==> src/rtl/tmds_video_source.sv <==
// Timing generator and three-channel TMDS encoder producing control, preamble,
// guard-band and DC-balanced pixel words with a fixed three-cycle pipeline.
module tmds_video_source #(
  parameter int unsigned H_ACTIVE  = 1280,
  parameter int unsigned H_FP      = 110,
  parameter int unsigned H_SYNC    = 40,
  parameter int unsigned H_BP      = 220,
  parameter int unsigned V_ACTIVE  = 720,
  parameter int unsigned V_FP      = 5,
  parameter int unsigned V_SYNC    = 5,
  parameter int unsigned V_BP      = 20,
  parameter bit          HSYNC_POL = 1'b1,
  parameter bit          VSYNC_POL = 1'b1,
  parameter int unsigned PREAMBLE  = 8,
  parameter int unsigned GUARD     = 2
) (
  input  logic        clk,
  input  logic        rst_n,
  input  logic        en,
  output logic        pix_req,
  input  logic [23:0] pix_rgb,
  output logic        frame_start,
  output logic [29:0] data,
  output logic        valid
);

  localparam int unsigned H_BLANK     = H_FP + H_SYNC + H_BP;
  localparam int unsigned V_BLANK     = V_FP + V_SYNC + V_BP;
  localparam int unsigned H_TOTAL     = H_BLANK + H_ACTIVE;
  localparam int unsigned V_TOTAL     = V_BLANK + V_ACTIVE;
  localparam int unsigned HW          = (H_TOTAL > 1) ? $clog2(H_TOTAL) : 1;
  localparam int unsigned VW          = (V_TOTAL > 1) ? $clog2(V_TOTAL) : 1;
  localparam int unsigned PRE_START   = H_BLANK - PREAMBLE - GUARD;
  localparam int unsigned GUARD_START = H_BLANK - GUARD;

  localparam logic [9:0] CTL_TKN0 = 10'b1101010100;
  localparam logic [9:0] CTL_TKN1 = 10'b0010101011;
  localparam logic [9:0] CTL_TKN2 = 10'b0101010100;
  localparam logic [9:0] CTL_TKN3 = 10'b1010101011;
  localparam logic [9:0] GB_CH02  = 10'b1011001100;
  localparam logic [9:0] GB_CH1   = 10'b0100110011;

  typedef enum logic [1:0] {PER_CTRL, PER_PRE, PER_GUARD, PER_DATA} period_e;

  if (H_BP < PREAMBLE + GUARD) begin : g_param_check
    $fatal(1, "tmds_video_source: H_BP must be >= PREAMBLE + GUARD");
  end

  function automatic logic [9:0] ctl_token(input logic [1:0] c);
    case (c)
      2'b00:   return CTL_TKN0;
      2'b01:   return CTL_TKN1;
      2'b10:   return CTL_TKN2;
      default: return CTL_TKN3;
    endcase
  endfunction

  // First 8b/10b stage: XOR or XNOR chain, whichever gives fewer transitions
  function automatic logic [8:0] tm_min(input logic [7:0] d);
    logic [8:0] q;
    logic       use_xnor;
    use_xnor = ($countones(d) > 4) || (($countones(d) == 4) && !d[0]);
    q = '0;
    q[0] = d[0];
    for (int i = 1; i < 8; i++) begin
      q[i] = use_xnor ? ~(q[i-1] ^ d[i]) : (q[i-1] ^ d[i]);
    end
    q[8] = ~use_xnor;
    return q;
  endfunction

  // Second stage: returns {next_disparity, word}
  function automatic logic [14:0] dc_balance(input logic [8:0] qm, input logic signed [4:0] cnt);
    logic signed [4:0] bal;
    logic signed [4:0] nxt;
    logic [9:0]        w;
    bal = $signed(5'($countones(qm[7:0])) << 1) - 5'sd8;
    if (cnt == 5'sd0 || bal == 5'sd0) begin
      w   = {~qm[8], qm[8], qm[8] ? qm[7:0] : ~qm[7:0]};
      nxt = qm[8] ? cnt + bal : cnt - bal;
    end else if ((cnt > 5'sd0) == (bal > 5'sd0)) begin
      w   = {1'b1, qm[8], ~qm[7:0]};
      nxt = cnt - bal + (qm[8] ? 5'sd2 : 5'sd0);
    end else begin
      w   = {1'b0, qm[8], qm[7:0]};
      nxt = cnt + bal - (qm[8] ? 5'sd0 : 5'sd2);
    end
    return {nxt, w};
  endfunction

  logic [HW-1:0]    hcnt;
  logic [VW-1:0]    vcnt;
  logic             hs, vs, active_line, de;
  period_e          period_c;
  logic [1:0]       ctl_c;
  period_e          s1_period, s2_period;
  logic [1:0]       s1_ctl, s2_ctl;
  logic [23:0]      s1_rgb;
  logic [2:0][8:0]  s2_qm;
  logic             en_d1, en_d2;
  logic [2:0][4:0]  disp, disp_nxt;
  logic [2:0][14:0] res;
  logic [29:0]      data_nxt;

  // Frame counters; held at the frame origin while disabled
  always_ff @(posedge clk or negedge rst_n) begin
    if (!rst_n) begin
      hcnt <= '0;
      vcnt <= '0;
    end else if (!en) begin
      hcnt <= '0;
      vcnt <= '0;
    end else if (hcnt == HW'(H_TOTAL - 1)) begin
      hcnt <= '0;
      vcnt <= (vcnt == VW'(V_TOTAL - 1)) ? '0 : vcnt + VW'(1);
    end else begin
      hcnt <= hcnt + HW'(1);
    end
  end

  always_comb begin
    hs          = (hcnt >= HW'(H_FP)) && (hcnt < HW'(H_FP + H_SYNC));
    vs          = (vcnt >= VW'(V_FP)) && (vcnt < VW'(V_FP + V_SYNC));
    active_line = vcnt >= VW'(V_BLANK);
    de          = active_line && (hcnt >= HW'(H_BLANK));
    pix_req     = de && en;
    frame_start = en && rst_n && (hcnt == '0) && (vcnt == '0);
    ctl_c       = en ? {vs ^ ~VSYNC_POL, hs ^ ~HSYNC_POL} : 2'b00;
    period_c    = PER_CTRL;
    if (en) begin
      if (de)                                              period_c = PER_DATA;
      else if (active_line && hcnt >= HW'(GUARD_START))    period_c = PER_GUARD;
      else if (active_line && hcnt >= HW'(PRE_START))      period_c = PER_PRE;
    end
  end

  // Stages 1 and 2: capture input, then transition-minimise each channel
  always_ff @(posedge clk or negedge rst_n) begin
    if (!rst_n) begin
      s1_period <= PER_CTRL;
      s1_ctl    <= 2'b00;
      s1_rgb    <= '0;
      s2_period <= PER_CTRL;
      s2_ctl    <= 2'b00;
      s2_qm     <= '0;
      en_d1     <= 1'b0;
      en_d2     <= 1'b0;
    end else begin
      s1_period <= period_c;
      s1_ctl    <= ctl_c;
      s1_rgb    <= pix_rgb;
      s2_period <= s1_period;
      s2_ctl    <= s1_ctl;
      for (int c = 0; c < 3; c++) begin
        s2_qm[c] <= tm_min(s1_rgb[8*c +: 8]);
      end
      en_d1 <= en;
      en_d2 <= en_d1;
    end
  end

  always_comb begin
    disp_nxt = '0;
    for (int c = 0; c < 3; c++) begin
      res[c] = dc_balance(s2_qm[c], $signed(disp[c]));
    end
    case (s2_period)
      PER_DATA: begin
        data_nxt = {res[2][9:0], res[1][9:0], res[0][9:0]};
        for (int c = 0; c < 3; c++) begin
          disp_nxt[c] = res[c][14:10];
        end
      end
      PER_GUARD: data_nxt = {GB_CH02, GB_CH1, GB_CH02};
      PER_PRE:   data_nxt = {CTL_TKN0, CTL_TKN1, ctl_token(s2_ctl)};
      default:   data_nxt = {CTL_TKN0, CTL_TKN0, ctl_token(s2_ctl)};
    endcase
  end

  // Stage 3: output word and running disparity
  always_ff @(posedge clk or negedge rst_n) begin
    if (!rst_n) begin
      data  <= {3{CTL_TKN0}};
      disp  <= '0;
      valid <= 1'b0;
    end else begin
      data  <= data_nxt;
      disp  <= disp_nxt;
      valid <= en_d2;
    end
  end

endmodule
==> config.mk <==
export PLATFORM = sky130hd
export DESIGN_NAME = tmds_video_source
export DESIGN_NICKNAME = d
export VERILOG_FILES = /design/src/rtl/tmds_video_source.sv
export SDC_FILE = /design/constraint.sdc
export NUM_CORES = 1
export LEC_CHECK = 0
export ABC_AREA = 1
export BUFFER_PORTS_ARGS = -buffer_cell sky130_fd_sc_hd__buf_4
export CAP_MARGIN = 10
export CORE_MARGIN = 2
export CORE_UTILIZATION = 52
export DETAILED_ROUTE_END_ITERATION = 8
export GPL_ROUTABILITY_DRIVEN = 1
export PLACE_DENSITY = 0.7
export REMOVE_ABC_BUFFERS = 1
export SYNTH_ARGS = -nofsm -noshare
export SYNTH_HDL_FRONTEND = slang
export SYNTH_SLANG_ARGS = --single-unit
==> constraint.sdc <==
create_clock -name clk -period 6.1 [get_ports clk]
set_clock_uncertainty 0.2 [all_clocks]
set_input_delay 0.61 -clock clk [delete_from_list [all_inputs] [get_ports clk]]
set_output_delay 0.61 -clock clk [all_outputs]
set_load 0.01 [all_outputs]
After elaboration in Yosys (flattened, before gate mapping)
Cells that the tools add are included.
- output and inout port bits: 33
- register bits after elaboration: 128
- bitwise logic cells: 51
- magnitude comparators: 17
- muxes and demuxes: 58
- $add $sub $neg: 59
- reductions and logical operators: 30
- equal/unequal tests: 14
- operators by type and width (kind ; count):
    $gt A32 B4 Y1 const B ; 3
    $mux W10 ; 9
    $pmux W30 S3 ; 1
    $add A1 B1 Y2 ; 24
    $mux W5 ; 9
    $add A2 B2 Y3 ; 12
    $ge A11 B9 Y1 const B ; 3
    $gt A5 B1 Y1 const B ; 6
    $logic_not A5 Y1 ; 6
    $pmux W10 S3 ; 1
    $not A1 Y1 ; 27
    $add A3 B3 Y4 ; 6
    $mux W8 ; 3
    $not A8 Y8 ; 3
    $mux W1 ; 22
    $mux W11 ; 2
    $xor A1 B1 Y1 ; 21
    $mux W2 ; 10
    $add A5 B3 Y5 ; 3
    $add A5 B5 Y5 ; 3
    $mux W15 ; 1
    $sub A5 B3 Y5 ; 3
    $sub A5 B5 Y5 ; 3
    $sub A5 B5 Y5 const B ; 3
    other kinds (20) ; 45

Depth between registers and ports, before layout
- word-level depth: 25
- mapped depth: 21
- mapped depth without buffers: 21

Worst setup path before layout
No wires, ideal clock.
- path type: flip-flop to flip-flop
- start: register s2_qm[9] in the netlist's numbering
- end: register data[12]
- arrival time: 4077 ps
- library setup time: 77 ps
- setup slack: 1746 ps
- clock period less this slack: 4354 ps
- cell stages (with the launch flop): 20
- cells stage by stage: dfrtp_1 > fa_1 > inv_1 > fa_1 > fa_1 > inv_1 > ha_1 > fa_1 > xnor2_1 > inv_1 > ha_1 > a31oi_1 > inv_1 > nand2_1 > nand2_1 > nand2_1 > nand2_2 > or2_2 > nand3_1 > nand2_1
- word-level cells in the longest chain between the ends: 9
- elaborated cells on any way between the ends: 11
- classes of those cells: 4 x add/sub; 1 x order compare; 1 x eq/ne; 3 x mux; 2 x reduce/logical
- ends and longest elaborated chain (what ; RTL line ; source):
    start, declared ; 99 ; logic [2:0][8:0] s2_qm;
    start signal, assigned by index ; 155 ; s2_qm[c] <= tm_min(s1_rgb[8*c +: 8]);
    $add A1 B1 Y2 (not written as such) (*) ; 77 ; bal = $signed(5'($countones(qm[7:0])) << 1) - 5'sd8;
    $add A2 B2 Y3 (not written as such) (*) ; 77 ;
    $add A3 B3 Y4 (not written as such) (*) ; 77 ;
    $sub A5 B5 Y5 (*) ; 77 ;
    $gt A5 B1 Y1 ; 81 ; end else if ((cnt > 5'sd0) == (bal > 5'sd0)) begin
    $eq A1 B1 Y1 ; 81 ;
    $mux W10 ; 81 ;
    $mux W10 (*) ; 78 ; if (cnt == 5'sd0 || bal == 5'sd0) begin
    $pmux W30 S3 (*) ; 167 ; case (s2_period)
    named net data_nxt[12] ; 103 ; logic [29:0] data_nxt;
    end signal, assigned ; 183 ; data <= {3{CTL_TKN0}};
    end signal, assigned ; 187 ; data <= data_nxt;
    end, declared ; 23 ; output logic [29:0] data,
Mark *: on every way through the listed nets, which the timed path passes. The rest lies on a longest branch.
A chain may end at the register's enable or synchronous reset.

Final worst setup path
- start: register s2_qm[9] in the netlist's numbering
- end: register data[15]
Same word-level chain as after synthesis.

==> flow_metrics.py <==
metrics = {
    "outcome": {
        "outcome": "completed",
    },
    "synthesis": {
        "yosysUniqueCellTypes": 50,
        "yosysTopAreaCell": "dfrtp_1",
        "synth_edf_count": 0,
        "ys_ff_latch": 125,
        "ys.flop_type": "dfrtp_1",
        "synthTopCellsByArea": "dfrtp_1 34%, ha_1 12%, inv_1 8.9%",
        "netlist_area_um2": 8060,
        "synth_most_common_cell": "inv_1",
        "synth_cells": 924,
        "synth_warnings": 0,
        "synth_area_per_cell_um2": 8.72,
        "synth_top_area_share_pct": 34.2,
        "async_flop_share_pct": 100,
        "seq_area_frac_synth_pct": 39.1,
        "synth_common_cells": "191 x inv_1, 170 x nand2_1, 110 x dfrtp_1",
    },
    "timing": {
        "fin_crit_sh_pct": 77.4,
        "setup_viol": 0,
        "slew_headroom_pct": 42.5,
        "grt_setup_unrepaired": "no",
        "worstMarginPinSlew_ns": 0.862,
        "final.min_clock_period_ns": 4.72,
        "maxSlewViolCount": 0,
        "hold_violations": 0,
        "fmax_ghz": 0.212,
        "fin_setup_tns_ns": 0,
        "fin_ws_ns": 1.38,
    },
    "cells_and_area": {
        "fillers": 1331,
        "final_core_util_pct": 61.4,
        "synthToLayoutAreaGrowth_pct": 15.4,
        "insertedDiodeCount": 0,
        "nNetsFinal": 1129,
        "stdcell_area_um2": 9300,
        "drive_above_1_share_pct": 12.8,
    },
    "place": {
        "port_buffers": 59,
        "place_worst_setup_slack_ns": 1.42,
        "place_congestion": 0.908,
        "hpwl_um": 12300,
        "dpl-instance-area_um2": 8710,
    },
    "floorplanning": {
        "die_area_um2": 16500,
        "fp.dieH_um": 128,
        "die_w_um": 128,
        "core_um2": 15100,
        "start_util_pct": 53.2,
        "ioPinCount": 60,
        "num_rows": 45,
    },
    "routing": {
        "antenna_left": 0,
        "post_drt_via_cell_ratio": 5.00,
        "routedWlPerCell_um": 13.4,
        "vias": 5993,
        "first_iter_violations": 376,
        "wl_um": 16100,
        "drc": 0,
        "dr.pass1.iters": 5,
    },
    "worst_setup_path": {
        "crit_fanout": 10,
        "critPathTopFamily": "adder cells",
        "slowest_stage": "fa_1",
        "slowest_delay_ns": 0.54,
        "crit_path_end": "data[15]",
        "path_cells": "fa_1, inv_1, fa_1, fa_1, inv_1, ha_1, fa_1, xnor2_1, inv_1, ha_1, a31oi_1, nand2_1, nand2_1, nand2_1, nand2_2, inv_1, nand2_1, nand3_1, nand2_1, inv_1",
        "crit_required_ns": 6.22,
        "crit_cells": 20,
        "critical_path_class": "flip-flop to flip-flop",
        "worst-r2r-cell-count": 20,
        "cp-start-kind": "flip-flop",
        "reg2reg_slack_ns": 1.38,
        "cp.arrival_ns": 4.84,
        "r2r_end": "data[15]",
        "path_buf_inv": 5,
        "critPathCaptureType": "flip-flop",
        "startpoint": "s2_qm[9]",
        "rr_startpoint": "s2_qm[9]",
    },
    "clocking": {
        "h-tree-depth": 4,
        "postCtsSetupBuffers": 0,
        "cts-buffers-inserted": 17,
        "cts_num_sinks": 125,
        "ctsResizeCount": 0,
        "cts_tree": "done",
        "clk_pin_slew_worst_paths_ns": 0.06,
        "root_buffer": "clkbuf_16",
        "holdBufCountCts": 0,
        "cts.path.max_buffers": 2,
        "insertion_delay_ns": 0.42,
    },
    "worst_hold_path": {
        "hp-class": "primary input to asynchronous set/reset pin",
    },
    "grt": {
        "grt_antenna_before_repair": 0,
        "grt_pass1_wl_um": 27500,
        "grt_overflow": 0,
        "grt_pass1_vias": 5831,
        "track_usage_pct": 21.3,
        "grt_max_degree": 69,
    },
    "flow_run": {
        "drv_cap": 0,
    },
}
-- through the flow --
stage | instances | hold slack (ns)
2_1_floorplan | 918 | 0.114
3_3_place_gp | 1166 | 0.133
3_5_place_dp | 1166 | 0.135
4_1_cts | 1198 | 0.0741
5_1_grt | 1198 | 0.0705
6_report | 1198 | 0.0618
-- logic make-up (layout without fill, tap and decap cells) --
family,Yosys count,after routing,synth area share [%]
XOR/XNOR,54,54,6.43
buffers and inverters,202,288,9.63
AND/OR/NAND/NOR,330,330,17.4
AO/OA/AOI/OAI,108,108,8.42
adder cells (fa/ha/maj),105,105,19.1
flip-flops,125,125,39.1
-- flip-flops by register name, indices dropped and copies added (netlist names) --
| signal | cells |
|---|---|
| s2_qm | 27 |
| s1_rgb | 24 |
| hcnt | 11 |
| valid | 1 |
| s2_ctl | 2 |
| data | 30 |
| s1_ctl | 2 |
| s2_period | 2 |
| s1_period | 2 |
| en_d1 | 1 |
| disp | 12 |
| en_d2 | 1 |
| vcnt | 10 |
-- routing by layer --
metal	GRT usage, %	wire length (µm)	up-vias
met1	29.1	7490	2793
met2	33.8	7590	143
met5	0	0	-
met3	4.62	672	22
met4	7.43	318	0
li1	-	-	3035
-- cell type report --
| class | instances | area [µm²] | area share [%] |
|---|---|---|---|
| multi-input cells | 597 | 4130 | 44.5 |
| flip-flops and latches | 125 | 3150 | 33.8 |
| inverters | 196 | 741 | 7.97 |
| repair buffers | 60 | 450 | 4.84 |
| clock buffers | 18 | 429 | 4.62 |
| well taps | 188 | 235 | 2.53 |
| clock inverters | 14 | 161 | 1.74 |
-- how the worst min path moves through the flow --
stage	to	cells after the start
2_1_floorplan	data[0]	0
3_3_place_gp	s2_ctl[1]	0
3_5_place_dp	en_d2	0
4_1_cts	s1_rgb[0]	1
5_1_grt	s1_rgb[0]	1
6_report	data[3]	1
-- layout by cell type (no fill, tap or decap), drive strengths merged, types with 8 or more instances in the layout --
master	Yosys	routed
clkbuf	2	18
dfrtp	110	110
nand2	173	173
o211ai	11	11
a21oi	24	24
xnor2	17	17
inv	195	199
nand4	8	8
nand3	53	53
xor2	37	37
nor2	75	75
o21bai	9	9
fa	30	30
ha	75	75
o21ai	38	38
buf	4	60
dfstp	15	15
nor3	11	11
Power is not shown: default switching activity piles up to over one toggle a cycle in this logic, so the estimate is an artifact.
